File: config.mk
export PLATFORM = sky130hd
export DESIGN_NAME = wav_ahb_master
export DESIGN_NICKNAME = d
export VERILOG_FILES = /design/src/rtl/wav_ahb_master.sv
export SDC_FILE = /design/constraint.sdc
export NUM_CORES = 1
export LEC_CHECK = 0
export ABC_CLOCK_PERIOD_IN_PS = 4050
export BUFFER_PORTS_ARGS = -buffer_cell sky130_fd_sc_hd__buf_2
export CAP_MARGIN = 40
export CORE_AREA = 5 5 156 158
export CTS_CLUSTER_DIAMETER = 150
export DETAILED_ROUTE_END_ITERATION = 7
export DIE_AREA = 0 0 161 163
export PLACE_DENSITY_LB_ADDON = 0.25
export SLEW_MARGIN = 40
export SYNTH_ARGS = -nofsm -noshare
export SYNTH_HDL_FRONTEND = slang
export SYNTH_SLANG_ARGS = --single-unit
export TNS_END_PERCENT = 30
File: constraint.sdc
create_clock -name i_hclk -period 4.05 [get_ports i_hclk]
set_input_delay 0.81 -clock i_hclk [delete_from_list [all_inputs] [get_ports i_hclk]]
set_output_delay 0.81 -clock i_hclk [all_outputs]
set_load 0.1 [all_outputs]
File: src/rtl/wav_ahb_master.sv
// Single-transfer AHB-Lite master.
// Takes one request at a time, runs one NONSEQ SINGLE transfer and returns one
// response. Misaligned requests are answered with an error and never reach the
// bus. A wait-state limit turns a slave that never responds into a timeout error.
//
//  state | meaning
//  ------+-----------------------------------------------------------
//  IDLE  | ready for a request (o_req_ready high)
//  ADDR  | address phase, NONSEQ on the bus until i_hready is sampled
//  DATA  | data phase, write data driven, waiting for i_hready
//  RESP  | response presented, held until i_rsp_ready
module wav_ahb_master #(
    parameter int AWIDTH = 32,
    parameter int DWIDTH = 32,
    parameter int TWIDTH = 16
) (
    input  logic              i_hclk,
    input  logic              i_hreset,
    input  logic              i_req_valid,
    output logic              o_req_ready,
    input  logic              i_req_write,
    input  logic [AWIDTH-1:0] i_req_addr,
    input  logic [DWIDTH-1:0] i_req_wdata,
    input  logic [2:0]        i_req_size,
    output logic              o_rsp_valid,
    input  logic              i_rsp_ready,
    output logic [DWIDTH-1:0] o_rsp_rdata,
    output logic              o_rsp_error,
    output logic              o_rsp_timeout,
    input  logic [TWIDTH-1:0] i_tmo_cycles,
    output logic [AWIDTH-1:0] o_haddr,
    output logic              o_hwrite,
    output logic [DWIDTH-1:0] o_hwdata,
    output logic [1:0]        o_htrans,
    output logic [2:0]        o_hsize,
    output logic [2:0]        o_hburst,
    input  logic              i_hready,
    input  logic [DWIDTH-1:0] i_hrdata,
    input  logic [1:0]        i_hresp
);

    typedef enum logic [1:0] {
        ST_IDLE = 2'd0,
        ST_ADDR = 2'd1,
        ST_DATA = 2'd2,
        ST_RESP = 2'd3
    } state_t;

    localparam logic [1:0] HTRANS_IDLE   = 2'b00;
    localparam logic [1:0] HTRANS_NONSEQ = 2'b10;
    localparam logic [1:0] HRESP_ERROR   = 2'b01;

    state_t            state_q, state_d;
    logic [TWIDTH-1:0] cnt_q, cnt_d;
    logic [AWIDTH-1:0] haddr_q, haddr_d;
    logic              hwrite_q, hwrite_d;
    logic [2:0]        hsize_q, hsize_d;
    logic [DWIDTH-1:0] wdata_q, wdata_d;
    logic [1:0]        htrans_q, htrans_d;
    logic [DWIDTH-1:0] hwdata_q, hwdata_d;
    logic              rsp_valid_q, rsp_valid_d;
    logic [DWIDTH-1:0] rsp_rdata_q, rsp_rdata_d;
    logic              rsp_error_q, rsp_error_d;
    logic              rsp_timeout_q, rsp_timeout_d;

    logic              accept;
    logic              misaligned;
    logic [TWIDTH-1:0] cnt_inc;
    logic              tmo_hit;

    // Request handshake is combinational so a request can be taken the cycle IDLE is reached.
    assign o_req_ready = (state_q == ST_IDLE) && !i_hreset;
    assign accept      = i_req_valid && (state_q == ST_IDLE);

    // Alignment check on the incoming request; sizes above a word are rejected too.
    always_comb begin
        misaligned = 1'b0;
        if (i_req_size > 3'd2)
            misaligned = 1'b1;
        else if (i_req_size == 3'd2 && i_req_addr[1:0] != 2'b00)
            misaligned = 1'b1;
        else if (i_req_size == 3'd1 && i_req_addr[0])
            misaligned = 1'b1;
    end

    // Stall counter increments saturate so a disabled limit can never wrap into a false hit.
    always_comb begin
        cnt_inc = (cnt_q == '1) ? cnt_q : cnt_q + 1'b1;
        tmo_hit = (i_tmo_cycles != '0) && (cnt_inc >= i_tmo_cycles);
    end

    // Next-state and next-output computation for the transfer sequencer.
    always_comb begin
        state_d       = state_q;
        cnt_d         = cnt_q;
        haddr_d       = haddr_q;
        hwrite_d      = hwrite_q;
        hsize_d       = hsize_q;
        wdata_d       = wdata_q;
        htrans_d      = htrans_q;
        hwdata_d      = hwdata_q;
        rsp_valid_d   = rsp_valid_q;
        rsp_rdata_d   = rsp_rdata_q;
        rsp_error_d   = rsp_error_q;
        rsp_timeout_d = rsp_timeout_q;

        case (state_q)
            ST_IDLE: begin
                if (accept) begin
                    haddr_d  = i_req_addr;
                    hwrite_d = i_req_write;
                    hsize_d  = i_req_size;
                    wdata_d  = i_req_wdata;
                    if (misaligned) begin
                        state_d       = ST_RESP;
                        rsp_valid_d   = 1'b1;
                        rsp_rdata_d   = '0;
                        rsp_error_d   = 1'b1;
                        rsp_timeout_d = 1'b0;
                    end else begin
                        state_d  = ST_ADDR;
                        htrans_d = HTRANS_NONSEQ;
                        cnt_d    = '0;
                    end
                end
            end
            ST_ADDR: begin
                // hready wins over a timeout landing on the same edge.
                if (i_hready) begin
                    state_d  = ST_DATA;
                    htrans_d = HTRANS_IDLE;
                    cnt_d    = '0;
                    hwdata_d = hwrite_q ? wdata_q : '0;
                end else if (tmo_hit) begin
                    state_d       = ST_RESP;
                    htrans_d      = HTRANS_IDLE;
                    rsp_valid_d   = 1'b1;
                    rsp_rdata_d   = '0;
                    rsp_error_d   = 1'b1;
                    rsp_timeout_d = 1'b1;
                end else begin
                    cnt_d = cnt_inc;
                end
            end
            ST_DATA: begin
                // hresp is only meaningful with hready high; the first ERROR cycle is ignored.
                if (i_hready) begin
                    state_d       = ST_RESP;
                    hwdata_d      = '0;
                    rsp_valid_d   = 1'b1;
                    rsp_rdata_d   = hwrite_q ? '0 : i_hrdata;
                    rsp_error_d   = (i_hresp == HRESP_ERROR);
                    rsp_timeout_d = 1'b0;
                end else if (tmo_hit) begin
                    state_d       = ST_RESP;
                    hwdata_d      = '0;
                    rsp_valid_d   = 1'b1;
                    rsp_rdata_d   = '0;
                    rsp_error_d   = 1'b1;
                    rsp_timeout_d = 1'b1;
                end else begin
                    cnt_d = cnt_inc;
                end
            end
            ST_RESP: begin
                if (i_rsp_ready) begin
                    state_d       = ST_IDLE;
                    rsp_valid_d   = 1'b0;
                    rsp_rdata_d   = '0;
                    rsp_error_d   = 1'b0;
                    rsp_timeout_d = 1'b0;
                end
            end
            default: begin
                state_d = ST_IDLE;
            end
        endcase
    end

    // State and registered outputs; reset aborts any transfer without a response.
    always_ff @(posedge i_hclk) begin
        if (i_hreset) begin
            state_q       <= ST_IDLE;
            cnt_q         <= '0;
            haddr_q       <= '0;
            hwrite_q      <= 1'b0;
            hsize_q       <= '0;
            wdata_q       <= '0;
            htrans_q      <= HTRANS_IDLE;
            hwdata_q      <= '0;
            rsp_valid_q   <= 1'b0;
            rsp_rdata_q   <= '0;
            rsp_error_q   <= 1'b0;
            rsp_timeout_q <= 1'b0;
        end else begin
            state_q       <= state_d;
            cnt_q         <= cnt_d;
            haddr_q       <= haddr_d;
            hwrite_q      <= hwrite_d;
            hsize_q       <= hsize_d;
            wdata_q       <= wdata_d;
            htrans_q      <= htrans_d;
            hwdata_q      <= hwdata_d;
            rsp_valid_q   <= rsp_valid_d;
            rsp_rdata_q   <= rsp_rdata_d;
            rsp_error_q   <= rsp_error_d;
            rsp_timeout_q <= rsp_timeout_d;
        end
    end

    assign o_haddr       = haddr_q;
    assign o_hwrite      = hwrite_q;
    assign o_hsize       = hsize_q;
    assign o_htrans      = htrans_q;
    assign o_hwdata      = hwdata_q;
    assign o_hburst      = 3'b000;
    assign o_rsp_valid   = rsp_valid_q;
    assign o_rsp_rdata   = rsp_rdata_q;
    assign o_rsp_error   = rsp_error_q;
    assign o_rsp_timeout = rsp_timeout_q;

endmodule

==> results.md <==
* Layout cells sized above 1 at 29.8%
* RR Startpoint: cnt_q[0]$_SDFFE_PP0P_
* Hold_buf cts at 0
* F_max at 267 MHz
* Final setup fails at 0
* Post-Route Utilization at 37.9%
* I/O pin count at 232
* Max Slew Vio Count at 0
* Sw Pwr at 2190 µW
* Critical path peak fanout at 20
* Routed Antenna Nets at 0
* Switching Share at 41.8%
* Via count at 6089
* Area of the mapped netlist at 6690 µm²
* Hpwl dp at 13500 µm
* Critical Path Source: cnt_q[0]$_SDFFE_PP0P_
* CTS resizes at 0
* First-pass GRT wire length at 30100 µm
* Total Routed Length at 19300 µm
* Num CTS Buffers at 17
* Crit path kind: reg -> reg
* Pwr dens at 602 nW/µm²
* Slew margin rel. at 49.2%
* DR vias/cell at 4.71
* Leakage power at 0.00392 µW
* Commonest non-fill, non-tap cell in the layout: buf_2
* Wire per inst at 14.9 µm
* Synth-to-layout area growth at 30.3%
* Die Ht at 163 µm
* # DRC at 0
* Hold path depth at 2
* Tightest Hold Check Type: reg -> reg
* Arrival @ worst endpoint at 4100 ps
* Unique masters post-synth at 59
* Die W at 161 µm
* Power, Total at 5250 µW
* Grt ovf at 0
* Sequential area share after synthesis at 46.1%
* ANT cells at 0
* Die ar. at 26200 µm²
* Post-route minimum period at 3750 ps
* Maxcap violations at 0
* TritonCTS clock tree: built
* # clock sinks at 154
* Clock Latency Late Sink at 420 ps
* Final net count at 1134
* Initial DRC Count at 350
* RSZ-0062 raised after global routing: no
* Port bufs at 227
* Final worst path period share at 92.5%
* #FFs+latches synth at 154
* Hold_sp: wdata_q[20]$_SDFFE_PP0P_
* TritonRoute pass-1 iters at 4
* Vias in the first global route at 5827
* Clock Power Share at 31.6%
* FF-to-FF End: cnt_q[2]$_SDFFE_PP0P_
* Commonest cells after routing, fill and taps aside: 227 x buf_2, 217 x nand2_1, 154 x dfxtp_1
* Initial Util at 29.1%
* Post-synth ARST share at 0%
* All-Layer GR Usage at 14.3%
* CTS Root Cell: clkbuf_16
* Peak supply drop at 289 µV
* Logic pwr share at 34.7%
* Post-synth EDFFs at 0
* Clock Skew at 13.0 ps
* Crit start category: register
* Setup TNS at 0 ps
* Power share of the sequential group at 33.8%
* FP Rows at 56
* Largest net degree at the start of global routing at 68
* Syn. warnings at 0
* Finished Cell Area at 8710 µm²
* Reg2reg setup slack at 300 ps
* Syn_area_per_cell at 8.51 µm²
* Initial antenna violation count at 2
* Setup crit end kind: register
* Placer Congestion at 0.819
* Internal power at 3050 µW
* Status: completed
* Worst Setup EP: cnt_q[2]$_SDFFE_PP0P_
* DP Area at 8080 µm²
* Clock transition at path regs at 70 ps
* Reg2reg path depth at 15
* Final hold viol count at 0
* Req. time, crit path at 4400 ps
* Htree depth at 4
* Slew @ Worst Pin at 763 ps
* Post-CTS setup buffers at 0
* Clock Path Buffers at 2
* Core Area at 23000 µm²
* Syn Inst Count at 786
* Primary FF master, synth: dfxtp_1
synthesized netlist by cell type (all sizes together), types with 10 or more instances:
library cell / count / area share, %
nor4: 10 / 1.3
buf: 17 / 1.5
mux2i: 35 / 5.2
clkbuf: 43 / 2.4
dfxtp: 154 / 46
a32o: 32 / 4.8
a21oi: 95 / 7.2
ha: 21 / 3.9
nor2: 16 / 0.90
inv: 27 / 1.5
o21ai: 14 / 1.1
nand2: 218 / 12
nor3: 10 / 0.82
nand3: 10 / 0.94
cells by family after synthesis:
logic type | count (synthesis) | synth area share (%)
and+or+nand+nor | 301 | 19.9
AOI/OAI and AO/OA | 175 | 17.6
DFF | 154 | 46.1
buffers and inverters | 87 | 5.45
muxes | 38 | 5.74
adders and majority gates | 21 | 3.93
xor gates and xnor gates | 9 | 1.18
other | 1 | 0.0561
final cells by class:
cell class	count	area, µm²
Clock buffer	18	439
Clock inverter	14	174
Multi-Input combinational cell	548	3290
Sequential cell	154	3080
Inverter	27	101
Tap cell	290	363
Timing Repair Buffer	242	1260
Fill cell	2409	14300
worst max-delay path: stages (launching register included):
cell and delay (ps):
dfxtp_1 400, ha_2 240, nand4_1 160, nor4_2 170, buf_4 180, and4_1 250, and2_1 160, a21oi_1 70
ha_1 290, nand4_1 180, nor3_1 120, a2111oi_4 420, a31oi_2 160, buf_4 240, or4_1 510, a21oi_1 150
flip-flops by register name, indices dropped and copies added (netlist names):
signal	count
state_q	2
o_rsp_timeout	1
wdata_q	32
o_rsp_rdata	32
o_hsize	3
o_haddr	32
cnt_q	16
o_rsp_valid	1
o_rsp_error	1
o_htrans	1
o_hwrite	1
o_hwdata	32
power by group through the flow:
stage	combinational [µW]	clock (µW)	sequential (µW)
finish	1820	1660	1770
global placement	1840	0	1800
floorplan	778	0	2440
detailed placement	1830	0	1800
global route	1970	1770	1790
CTS	1840	1720	1770
layer usage:
metal	track usage, %	wire length [µm]	part of all wire [%]	vias up
met1	17.8	8590	45	2770
li1	-	-	-	3128
met3	3.52	1110	5.8	24
met5	0	25	0.13	-
met4	4.92	325	1.7	4
met2	24.2	9200	48	163
through the flow:
stage	std cells	hold WS (ps)	worst slack (ps)
after floorplan	789	435	618
after global placement	1261	439	242
after detailed placement	1261	445	199
after CTS	1293	448	187
after global routing	1293	469	17.2
final	1293	448	302
how the worst min path moves through the flow:
stage	to	slack, ps
global placement	o_haddr[16]$_SDFFE_PP0P_	440
floorplan	o_hwdata[0]$_SDFFE_PP0P_	430
finish	o_hwdata[20]$_SDFFE_PP0P_	450
CTS	o_hwdata[3]$_SDFFE_PP0P_	450
global route	o_hwdata[3]$_SDFFE_PP0P_	470
detailed placement	o_hwdata[7]$_SDFFE_PP0P_	450
No activity file was read; power rests on OpenSTA's default activity.
